<file path="src/rtl/adc_capture_multi_if.sv">
// ---------------------------------------------------------------------------
// adc_capture_multi_if
// Bundles the converter-side and sample-side signals of adc_capture_multi.
//
// Handshake: there is no back-pressure. sample_valid and avg_valid are
// single-cycle strobes. The word they qualify (sample, or avg/min_val/max_val)
// is valid in the same cycle and holds until the next strobe of that kind.
// A consumer must take the data in the strobe cycle or at any time before the
// next strobe.
//
// master (capture block) : in  en, ad_sdata
//                          out ad_cs, sample, sample_valid, avg, min_val,
//                              max_val, avg_valid, frame_cnt, state_dbg
// slave  (system side)   : the mirror of master
// ---------------------------------------------------------------------------
interface adc_capture_multi_if #(
  parameter int NUM_CH   = 4,
  parameter int RES_BITS = 12
);
  logic                         en;
  logic                         ad_cs;
  logic [NUM_CH-1:0]            ad_sdata;
  logic [NUM_CH*RES_BITS-1:0]   sample;
  logic                         sample_valid;
  logic [NUM_CH*RES_BITS-1:0]   avg;
  logic [NUM_CH*RES_BITS-1:0]   min_val;
  logic [NUM_CH*RES_BITS-1:0]   max_val;
  logic                         avg_valid;
  logic [15:0]                  frame_cnt;
  logic                         state_dbg;  // 1 = RUN, 0 = IDLE

  modport master (
    input  en, ad_sdata,
    output ad_cs, sample, sample_valid, avg, min_val, max_val, avg_valid,
           frame_cnt, state_dbg
  );

  modport slave (
    output en, ad_sdata,
    input  ad_cs, sample, sample_valid, avg, min_val, max_val, avg_valid,
           frame_cnt, state_dbg
  );
endinterface

</file>
<file path="src/rtl/adc_capture_multi.sv">
// ---------------------------------------------------------------------------
// adc_capture_multi
// Multi-lane serial A/D capture with per-channel boxcar decimation.
// One shared chip-select frames NUM_CH serial lanes, each deserialised MSB
// first. Every completed frame yields one raw sample word; every DECIM samples
// yield one average/min/max word per channel.
//
// Ports:
//   clk    in  system clock (converter serial clock is its inverse, external)
//   reset  in  synchronous, active-high
//   bus    adc_capture_multi_if.master:
//            en           run enable, looked at only at frame boundaries
//            ad_cs        registered chip-select, high = idle/convert start
//            ad_sdata     one serial lane per channel
//            sample       latest raw samples, ch0 in the LSBs
//            sample_valid one-cycle strobe for sample
//            avg/min_val/max_val  window results, ch0 in the LSBs
//            avg_valid    one-cycle strobe for the window results
//            frame_cnt    completed frames, wraps 0xFFFF -> 0
//            state_dbg    frame FSM state (1 = RUN)
// ---------------------------------------------------------------------------
module adc_capture_multi #(
  parameter int NUM_CH       = 4,
  parameter int RES_BITS     = 12,
  parameter int LEAD_BITS    = 2,
  parameter int FRAME_CYCLES = 16,
  parameter int DECIM        = 16
) (
  input  logic                clk,
  input  logic                reset,
  adc_capture_multi_if.master bus
);

  localparam int CNT_W = (FRAME_CYCLES > 2) ? $clog2(FRAME_CYCLES) : 1;
  localparam int SHIFT = $clog2(DECIM);
  localparam int ACC_W = RES_BITS + SHIFT;
  localparam int WIN_W = (DECIM > 1) ? SHIFT : 1;

  localparam logic [CNT_W-1:0] CNT_LAST  = CNT_W'(FRAME_CYCLES - 1);
  localparam logic [CNT_W-1:0] CAP_FIRST = CNT_W'(1 + LEAD_BITS);
  localparam logic [CNT_W-1:0] CAP_LAST  = CNT_W'(LEAD_BITS + RES_BITS);
  localparam logic [WIN_W-1:0] WIN_LAST  = WIN_W'(DECIM - 1);

  if (FRAME_CYCLES < 1 + LEAD_BITS + RES_BITS) begin : g_chk_frame
    $error("adc_capture_multi: FRAME_CYCLES must be >= 1+LEAD_BITS+RES_BITS");
  end
  if ((DECIM < 1) || ((DECIM & (DECIM - 1)) != 0)) begin : g_chk_decim
    $error("adc_capture_multi: DECIM must be a power of two >= 1");
  end
  if (RES_BITS < 2) begin : g_chk_res
    $error("adc_capture_multi: RES_BITS must be >= 2");
  end

  typedef enum logic {
    S_IDLE = 1'b0,
    S_RUN  = 1'b1
  } state_t;

  // Frame sequencing
  state_t             r_state, w_state_nxt;
  logic [CNT_W-1:0]   r_cnt, w_cnt_nxt;
  logic               r_ad_cs;
  logic               w_capture;
  logic               w_last;
  logic               r_last;

  // Capture
  logic [RES_BITS-1:0] r_shift  [NUM_CH];
  logic [RES_BITS-1:0] r_sample [NUM_CH];
  logic                r_sample_valid;
  logic [15:0]         r_frame_cnt;

  // Decimation
  logic [WIN_W-1:0]    r_win;
  logic [ACC_W-1:0]    r_acc     [NUM_CH];
  logic [ACC_W-1:0]    w_acc_tot [NUM_CH];
  logic [RES_BITS-1:0] r_run_min [NUM_CH];
  logic [RES_BITS-1:0] r_run_max [NUM_CH];
  logic [RES_BITS-1:0] w_min_nxt [NUM_CH];
  logic [RES_BITS-1:0] w_max_nxt [NUM_CH];
  logic [RES_BITS-1:0] r_avg     [NUM_CH];
  logic [RES_BITS-1:0] r_min_out [NUM_CH];
  logic [RES_BITS-1:0] r_max_out [NUM_CH];
  logic                r_avg_valid;

  logic [NUM_CH*RES_BITS-1:0] w_sample_flat;
  logic [NUM_CH*RES_BITS-1:0] w_avg_flat;
  logic [NUM_CH*RES_BITS-1:0] w_min_flat;
  logic [NUM_CH*RES_BITS-1:0] w_max_flat;

  // -------------------------------------------------------------------------
  // Frame FSM: en is only consulted when leaving IDLE or at the frame wrap,
  // so a frame in flight always runs to completion.
  // -------------------------------------------------------------------------
  always_comb begin
    w_state_nxt = r_state;
    w_cnt_nxt   = '0;
    case (r_state)
      S_IDLE: begin
        if (bus.en) w_state_nxt = S_RUN;
      end
      S_RUN: begin
        if (r_cnt == CNT_LAST) begin
          if (!bus.en) w_state_nxt = S_IDLE;
        end else begin
          w_cnt_nxt = r_cnt + CNT_W'(1);
        end
      end
      default: w_state_nxt = S_IDLE;
    endcase
  end

  always_comb begin
    w_capture = (r_state == S_RUN) && (r_cnt >= CAP_FIRST) && (r_cnt <= CAP_LAST);
    w_last    = (r_state == S_RUN) && (r_cnt == CAP_LAST);
  end

  always_ff @(posedge clk) begin
    if (reset) begin
      r_state        <= S_IDLE;
      r_cnt          <= '0;
      r_ad_cs        <= 1'b1;
      r_last         <= 1'b0;
      r_sample_valid <= 1'b0;
      r_frame_cnt    <= '0;
      for (int c = 0; c < NUM_CH; c++) begin
        r_shift[c]  <= '0;
        r_sample[c] <= '0;
      end
    end else begin
      r_state        <= w_state_nxt;
      r_cnt          <= w_cnt_nxt;
      // Computed from next-state values so ad_cs lines up with r_cnt.
      r_ad_cs        <= (w_state_nxt == S_IDLE) || (w_cnt_nxt == '0);
      // r_last marks that the final bit landed on this edge; the sample word
      // is published one cycle later.
      r_last         <= w_last;
      r_sample_valid <= r_last;
      if (r_last) begin
        r_frame_cnt <= r_frame_cnt + 16'd1;
        for (int c = 0; c < NUM_CH; c++) r_sample[c] <= r_shift[c];
      end
      if (w_capture) begin
        for (int c = 0; c < NUM_CH; c++)
          r_shift[c] <= {r_shift[c][RES_BITS-2:0], bus.ad_sdata[c]};
      end
    end
  end

  // -------------------------------------------------------------------------
  // Decimation. Runs in the sample_valid cycle, when r_sample holds the new
  // word. The running extremes are re-seeded by the first sample of each
  // window (r_win == 0) rather than cleared, so no sentinel values are needed.
  // -------------------------------------------------------------------------
  always_comb begin
    w_sample_flat = '0;
    w_avg_flat    = '0;
    w_min_flat    = '0;
    w_max_flat    = '0;
    for (int c = 0; c < NUM_CH; c++) begin
      w_acc_tot[c] = r_acc[c] + ACC_W'(r_sample[c]);
      w_min_nxt[c] = r_run_min[c];
      w_max_nxt[c] = r_run_max[c];
      if ((r_win == '0) || (r_sample[c] < r_run_min[c])) w_min_nxt[c] = r_sample[c];
      if ((r_win == '0) || (r_sample[c] > r_run_max[c])) w_max_nxt[c] = r_sample[c];
      w_sample_flat[c*RES_BITS +: RES_BITS] = r_sample[c];
      w_avg_flat[c*RES_BITS +: RES_BITS]    = r_avg[c];
      w_min_flat[c*RES_BITS +: RES_BITS]    = r_min_out[c];
      w_max_flat[c*RES_BITS +: RES_BITS]    = r_max_out[c];
    end
  end

  always_ff @(posedge clk) begin
    if (reset) begin
      r_win       <= '0;
      r_avg_valid <= 1'b0;
      for (int c = 0; c < NUM_CH; c++) begin
        r_acc[c]     <= '0;
        r_run_min[c] <= '0;
        r_run_max[c] <= '0;
        r_avg[c]     <= '0;
        r_min_out[c] <= '0;
        r_max_out[c] <= '0;
      end
    end else begin
      r_avg_valid <= 1'b0;
      if (r_sample_valid) begin
        if (r_win == WIN_LAST) begin
          r_win       <= '0;
          r_avg_valid <= 1'b1;
          for (int c = 0; c < NUM_CH; c++) begin
            r_acc[c]     <= '0;
            // Truncating divide by DECIM: drop the low SHIFT bits.
            r_avg[c]     <= w_acc_tot[c][SHIFT +: RES_BITS];
            r_min_out[c] <= w_min_nxt[c];
            r_max_out[c] <= w_max_nxt[c];
          end
        end else begin
          r_win <= r_win + WIN_W'(1);
          for (int c = 0; c < NUM_CH; c++) begin
            r_acc[c]     <= w_acc_tot[c];
            r_run_min[c] <= w_min_nxt[c];
            r_run_max[c] <= w_max_nxt[c];
          end
        end
      end
    end
  end

  assign bus.ad_cs        = r_ad_cs;
  assign bus.sample       = w_sample_flat;
  assign bus.sample_valid = r_sample_valid;
  assign bus.avg          = w_avg_flat;
  assign bus.min_val      = w_min_flat;
  assign bus.max_val      = w_max_flat;
  assign bus.avg_valid    = r_avg_valid;
  assign bus.frame_cnt    = r_frame_cnt;
  assign bus.state_dbg    = (r_state == S_RUN);

endmodule
</file>
<file path="src/flat_wrapper.sv">
// flat-port wrapper written by rule: the top's interface ports become plain ports
module adc_capture_multi_flat 
#(
  parameter int NUM_CH       = 4,
  parameter int RES_BITS     = 12,
  parameter int LEAD_BITS    = 2,
  parameter int FRAME_CYCLES = 16,
  parameter int DECIM        = 16
)
  (clk, reset, bus_en, bus_ad_sdata, bus_ad_cs, bus_sample, bus_sample_valid, bus_avg, bus_min_val, bus_max_val, bus_avg_valid, bus_frame_cnt, bus_state_dbg);
  adc_capture_multi_if #(.NUM_CH(NUM_CH), .RES_BITS(RES_BITS)) bus_i ();
  input  logic clk;
  input  logic reset;
  input wire logic [$bits(bus_i.en)-1:0] bus_en;
  input wire logic [$bits(bus_i.ad_sdata)-1:0] bus_ad_sdata;
  output wire logic [$bits(bus_i.ad_cs)-1:0] bus_ad_cs;
  output wire logic [$bits(bus_i.sample)-1:0] bus_sample;
  output wire logic [$bits(bus_i.sample_valid)-1:0] bus_sample_valid;
  output wire logic [$bits(bus_i.avg)-1:0] bus_avg;
  output wire logic [$bits(bus_i.min_val)-1:0] bus_min_val;
  output wire logic [$bits(bus_i.max_val)-1:0] bus_max_val;
  output wire logic [$bits(bus_i.avg_valid)-1:0] bus_avg_valid;
  output wire logic [$bits(bus_i.frame_cnt)-1:0] bus_frame_cnt;
  output wire logic [$bits(bus_i.state_dbg)-1:0] bus_state_dbg;
  assign bus_i.en = bus_en;
  assign bus_i.ad_sdata = bus_ad_sdata;
  assign bus_ad_cs = bus_i.ad_cs;
  assign bus_sample = bus_i.sample;
  assign bus_sample_valid = bus_i.sample_valid;
  assign bus_avg = bus_i.avg;
  assign bus_min_val = bus_i.min_val;
  assign bus_max_val = bus_i.max_val;
  assign bus_avg_valid = bus_i.avg_valid;
  assign bus_frame_cnt = bus_i.frame_cnt;
  assign bus_state_dbg = bus_i.state_dbg;
  adc_capture_multi #(.NUM_CH(NUM_CH), .RES_BITS(RES_BITS), .LEAD_BITS(LEAD_BITS), .FRAME_CYCLES(FRAME_CYCLES), .DECIM(DECIM)) u_core (.clk(clk), .reset(reset), .bus(bus_i));
endmodule
</file>
<file path="config.mk">
export PLATFORM = sky130hd
export DESIGN_NAME = adc_capture_multi_flat
export DESIGN_NICKNAME = d
export VERILOG_FILES = /design/src/rtl/adc_capture_multi_if.sv /design/src/rtl/adc_capture_multi.sv /design/src/flat_wrapper.sv
export SDC_FILE = /design/constraint.sdc
export NUM_CORES = 1
export LEC_CHECK = 0
export BUFFER_PORTS_ARGS = -buffer_cell sky130_fd_sc_hd__buf_2
export CORE_MARGIN = 3
export CORE_UTILIZATION = 57
export DETAILED_ROUTE_END_ITERATION = 10
export MAX_ROUTING_LAYER = met4
export PLACE_DENSITY = 0.75
export SLEW_MARGIN = 20
export SYNTH_ARGS = -nofsm -noshare
export SYNTH_HDL_FRONTEND = slang
export SYNTH_SLANG_ARGS = --single-unit
</file>
<file path="constraint.sdc">
create_clock -name clk -period 12.1 [get_ports clk]
set_clock_uncertainty 0.2 [all_clocks]
set_input_delay 2.42 -clock clk [delete_from_list [all_inputs] [get_ports clk]]
set_output_delay 2.42 -clock clk [all_outputs]
set_load 0.01 [all_outputs]
</file>
==> flow_summary_export.csv, run 1 <==
group,metric,value,unit
critical_path,cp-start-kind,"primary input",
power,fin_total_pwr,0.00335,W
global_routing,grt_usage,25.5,%
final_layout,syn_to_final_growth,13.4,%
cts,path_clk_slew,60,ps
yosys,synth_cells,2004,
critical_path,critPathKind,"primary input to flop",
final_layout,final_design_area_no_fill,25500,sq um
final_layout,antenna_cells,0,
critical_path,worst_r2r_path_depth,5,
critical_path,r2r_start,"u_core.bus.sample_valid$_SDFF_PP0_",
critical_path,r2r-end,"u_core.r_run_max[3][1]$_SDFFCE_PN0P_",
critical_path,rrSetupSlack,8370,ps
timing,slew-limit-headroom,25.9,%
critical_path,cpPeakStageDelay,950,ps
min_path,min_path_cells,2,
yosys,synthTopCellsByCount,"384 x edfxtp_1, 278 x nand2_1, 168 x nor2_1, 161 x mux2i_1, 145 x ha_1",
routing,dr.first_iter.drc_count,1161,
timing,rsz0062_at_grt,"no",
critical_path,required,12300,ps
yosys,synth_area_per_cell,11.2,sq um
cts,ctsResizeCount,0,
cts,cts_setup_buffers,0,
timing,fin_crit,4780,ps
timing,final_max_slew_viol_count,0,
global_routing,overflow,0,
final_layout,fin_nets,2353,
floorplanning,core,38800,sq um
global_routing,antenna_found_initial,1,
min_path,min-delay-start,"u_core.r_acc[2][11]$_SDFFE_PP0P_",
yosys,yosys.area.top_type,"edfxtp_1",
run,max_cap_viol_count,0,
timing,timing.final.crit_share,39.5,%
yosys,synth.yosys.seq_area_share,55.3,%
floorplanning,ios,219,
routing,ant_nets,0,
critical_path,crit_chain,"buf_2 > nor2_4 > buf_4 > nand2_1 > mux2i_1",
cts,insertion_delay,570,ps
timing,finalHoldViolCount,0,
floorplanning,start_util,57.9,%
power,powerDensity,131,nW/um^2
global_routing,grt_start_max_net_pins,101,
cts,cts-root-buf,"clkbuf_16",
yosys,synthFlopType,"edfxtp_1",
yosys,yosysWarnings,0,
floorplanning,die-area,41800,sq um
yosys,synthDistinctLibCells,64,
critical_path,cp-end-kind,"flop",
yosys,syn_nets,2160,
cts,cts.sinks,429,
cts,cts-buffers-inserted,45,
placement,portBuffers,218,
critical_path,arrival,4980,ps
floorplanning,die_h,205,microns
yosys,synth_edf_count,384,
yosys,synth_async_sr_flop_share,0,%
critical_path,crit_slowest_cell,"buf_4",
min_path,holdPathEnd,"u_core.r_acc[2][11]$_SDFFE_PP0P_",
final_layout,drive_above_1_share,14.6,%
routing,drc,0,
status,status,"finished clean",
cts,cts_buffer_depth,3,
routing,wl_per_cell,18.8,microns
global_routing,grt_pass1_vias,15886,
cts,cts_tree,"done",
timing,setup_tns,0,ps
yosys,yosysTopAreaCellShare,51.3,%
placement,gp_congestion,0.864,
timing,finalSetupViolCount,0,
timing,holdWs,270,ps
floorplanning,row_count,72,
yosys,syn-cell-area,22500,sq um
cts,htree_num_levels,2,
critical_path,path_max_fanout,100,
global_routing,grt_pass1_wl,82400,microns
timing,tightest_slew,1110,ps
cts,cts_hold_buf,0,
routing,routed_wirelength,51800,microns
yosys,yosysMostFrequentCell,"edfxtp_1",
timing,fmax,209,MHz
yosys,synth_area_leaders,"edfxtp_1 51%, ha_1 8.1%, mux2i_1 7.2%, nand2_1 4.6%, dfxtp_1 4.0%",
routing,vias,15943,
yosys,yosys_register_bits,429,
routing,first_pass_iters,6,
final_layout,utilization,65.6,%
power,vdd.ir_drop.worst,0.000100,V
power,p_leak,9.76,nW
floorplanning,fp.dieW,205,microns
placement,placed_area,23900,sq um
placement,hpwl,34500,microns
routing,vias_per_cell,5.80,
min_path,min_path_type,"flop to flop",
-- worst max-delay path: cells and delay by family --
kind                   cells  cell delay (ps)
muxes                      1              190
buffers and inverters      2             1290
and+or+nand+nor            2             1000
-- cells in the final DEF (no fill, tap or decap), types with 11 or more instances in the layout --
| master | count |
|---|---|
| a211oi_1 | 15 |
| a21o_1 | 19 |
| a21oi_1 | 93 |
| and2_1 | 109 |
| buf_2 | 218 |
| buf_4 | 12 |
| clkbuf_16 | 47 |
| dfxtp_1 | 45 |
| edfxtp_1 | 384 |
| ha_1 | 145 |
| inv_1 | 109 |
| mux2i_1 | 161 |
| nand2_1 | 278 |
| nand2b_1 | 22 |
| nand3_1 | 43 |
| nand4_1 | 24 |
| nor2_1 | 166 |
| nor2b_1 | 11 |
| nor3_1 | 28 |
| o21ai_0 | 66 |
| or3_1 | 11 |
| xnor2_1 | 31 |
| xor2_1 | 30 |
-- cell families after synthesis --
logic type      count (synthesis)  synth area share [%]
buf+inv                       196                  3.70
compound gates                282                  8.00
xor+xnor                       61                  2.38
mux                           161                  7.17
fa+ha+maj                     149                  8.43
flops                         429                  55.3
simple gates                  726                  15.0
-- worst max path at each step --
stage	from	to	slack (ps)	cells after the start
CTS	reset	u_core.r_min_out[0][1]$_SDFFCE_PN0P_	7320	3
floorplan	reset	u_core.r_avg[0][0]$_SDFFCE_PN0P_	5750	2
detailed placement	reset	u_core.r_max_out[0][2]$_SDFFCE_PN0P_	6690	3
global route	reset	u_core.r_run_min[3][1]$_SDFFCE_PN0P_	7040	5
finish	reset	u_core.r_run_max[3][1]$_SDFFCE_PN0P_	7320	5
global placement	reset	u_core.r_max_out[0][1]$_SDFFCE_PN0P_	6800	3
-- power by group --
part	switching, W	internal [W]	total (W)
Sequential	0.0000391	0.00166	0.00170
Clock	0.000574	0.000877	0.00145
Combinational	0.000127	0.0000731	0.000201
-- per-stage QoR --
stage               setup slack (ps)  std cells
finish                          7320       2748
global placement                6800       2667
detailed placement              6690       2667
CTS                             7320       2747
floorplan                       5750       2004
global route                    7040       2748
-- layout make-up --
class	count	area [sq um]
Timing Repair Buffer	231	1210
Sequential cell	429	12400
Multi-Input combinational cell	1379	9250
Clock buffer	55	1210
Tap cell	518	648
Clock inverter	25	324
Fill cell	3014	13300
Inverter	111	417
-- flip-flops by register name, summed over array words and instances (netlist names), 4 cells and up --
name	count
u_core.r_acc	64
u_core.r_avg	48
u_core.r_max_out	48
u_core.r_min_out	48
u_core.r_run_max	48
u_core.r_run_min	48
u_core.r_sample	48
u_core.r_shift	48
u_core.bus.frame_cnt	16
u_core.r_cnt	4
u_core.r_win	4
-- per-layer routing --
| metal | routed length [microns] | global-route usage (%) | share of wire (%) | vias up |
|---|---|---|---|---|
| met4 | 1680 | 9.02 | 3.2 | 0 |
| met3 | 3140 | 3.40 | 6.1 | 110 |
| li1 | - | - | - | 7534 |
| met2 | 25300 | 42.5 | 49 | 528 |
| met5 | 0 | - | 0 | - |
| met1 | 21700 | 32.4 | 42 | 7771 |
(Power assumes the default switching activity.)
==> run 2, diff against run 1 <==
CORE_UTILIZATION = 54   (was 57)
clock period = 4.08 ns   (was 12.1 ns; I/O delays follow)
==> run 2 against run 1 <==
Die area increased by 5.4%; via count increased by 0.13%; global-route usage decreased by 0.71 points; flip-flop and latch count unchanged; design area increased by 0.53%; worst setup slack got worse by 6700 ps; sequential share of layout area decreased by 0.26 points; combinational power increased to 3.1 times the previous value; critical endpoint is now u_core.r_run_min[3][0]$_SDFFCE_PN0P_; largest power group unchanged; highest routed layer unchanged.
==> flow_summary_export.csv, run 2 (synthesized netlist as in run 1, its figures left out) <==
group,metric,value,unit
timing,finalHoldViolCount,0,
power,clock_power_share,42.3,%
placement,dp_cells,2697,
final_layout,antenna_cells,0,
power,combPwrFrac,6.3,%
placement,placed_area,24100,sq um
routing,vias,15964,
placement,gp_congestion,0.890,
power,vdd.ir_drop.worst,0.000329,V
critical_path,arrival,3540,ps
final_layout,final_common_cell,"edfxtp_1",
global_routing,grt_pass1_wl,85100,microns
final_layout,largest_reg_flops,64,
power,p_switching,0.00221,W
timing,finalSetupViolCount,0,
floorplanning,start_util,54.9,%
final_layout,final_design_area_no_fill,25600,sq um
critical_path,worstSetupStartpoint,"u_core.r_sample[3][9]$_SDFFCE_PN0P_",
min_path,min_path_type,"flop to flop",
critical_path,cp-end-kind,"flop",
timing,final_max_slew_viol_count,0,
min_path,min-delay-start,"u_core.bus.state_dbg$_SDFF_PP0_",
final_layout,utilization,62.6,%
cts,ctsResizeCount,0,
cts,cts_setup_buffers,0,
cts,cts.sinks,429,
power,p_leak,9.83,nW
final_layout,drive_above_1_share,15.3,%
floorplanning,fp.dieW,210,microns
floorplanning,die-area,44100,sq um
timing,slew-limit-headroom,26.4,%
final_layout,top_register,"u_core.r_acc",
routing,wl_per_cell,19.2,microns
power,swShare,22.7,%
critical_path,critPathKind,"flop to flop",
timing,setup_tns,0,ps
power,powerDensity,381,nW/um^2
routing,routed_wirelength,53400,microns
timing,rsz0062_at_grt,"no",
global_routing,overflow,0,
cts,cts-buffers-inserted,46,
final_layout,final_cell_mix,"384 x edfxtp_1, 278 x nand2_1, 218 x buf_2",
critical_path,r2r_start,"u_core.r_sample[3][9]$_SDFFCE_PN0P_",
routing,drc,0,
final_layout,fin_nets,2369,
timing,holdWs,259,ps
routing,vias_per_cell,5.74,
critical_path,cp-start-kind,"flop",
status,status,"finished clean",
power,p_int,0.00755,W
global_routing,grt_pass1_vias,16046,
run,max_cap_viol_count,0,
cts,cts_buffer_depth,3,
floorplanning,row_count,74,
timing,fin_crit,3460,ps
timing,timing.final.crit_share,84.7,%
final_layout,final_cells,2780,
cts,insertion_delay,570,ps
global_routing,grt_usage,24.8,%
critical_path,path_max_fanout,13,
cts,path_clk_slew,60,ps
power,sequentialPowerShare,51.4,%
global_routing,antenna_found_initial,0,
floorplanning,die_h,210,microns
timing,fmax,289,MHz
placement,portBuffers,218,
routing,first_pass_iters,5,
cts,cts-root-buf,"clkbuf_16",
cts,htree_num_levels,2,
floorplanning,core,40900,sq um
final_layout,syn_to_final_growth,14.0,%
global_routing,grt_start_max_net_pins,77,
cts,cts_hold_buf,0,
routing,ant_nets,0,
critical_path,required,4160,ps
cts,cts_tree,"done",
timing,tightest_slew,1100,ps
routing,dr.first_iter.drc_count,1076,
floorplanning,ios,219,
placement,hpwl,36800,microns
run 2: worst paths after layout:
kind / endpoint / slack (ps) / cells after the start
hold / removal: u_core.bus.ad_cs$_SDFF_PP1_ / 260 / 1
setup reg to reg: u_core.r_run_min[3][0]$_SDFFCE_PN0P_ / 620 / 6
setup / recovery: u_core.r_run_min[3][0]$_SDFFCE_PN0P_ / 620 / 6
hold reg to reg: u_core.bus.ad_cs$_SDFF_PP1_ / 260 / 1
run 2: critical path, cell delays in order (launching register included):
cell and delay (ps):
edfxtp_1 510, ha_1 370, a21o_1 130, a211oi_2 90
a21oi_1 860, and3_1 830, mux2i_1 180
run 2: metrics by stage:
stage	total power [W]	setup WS [ps]
after floorplan	0.00548	609
after global placement	0.00570	843
after detailed placement	0.00572	679
after CTS	0.00985	666
after global routing	0.0101	505
final	0.00977	624
run 2: area by class of cell:
type	instances	area, sq um
fill	3328	15300
sequential	429	12400
multi-input combinational	1379	9240
timing repair buffer	246	1390
clock buffer	61	1260
tap	532	666
inverter	111	417
clock inverter	22	215
run 2: metal layers:
| layer | track usage [%] | vias to the layer above | routed length, microns |
|---|---|---|---|
| met5 | - | - | 0 |
| met4 | 8.55 | 0 | 1570 |
| met3 | 3.41 | 107 | 2990 |
| met2 | 40.6 | 485 | 25900 |
| met1 | 32.1 | 7807 | 22900 |
| li1 | - | 7565 | - |
run 2: power by group through the flow:
stage | combinational [W] | sequential, W | clock, W
floorplan | 0.000361 | 0.00512 | 0
global placement | 0.000597 | 0.00511 | 0
detailed placement | 0.000614 | 0.00511 | 0
CTS | 0.000618 | 0.00502 | 0.00422
global route | 0.000682 | 0.00503 | 0.00437
finish | 0.000614 | 0.00502 | 0.00414
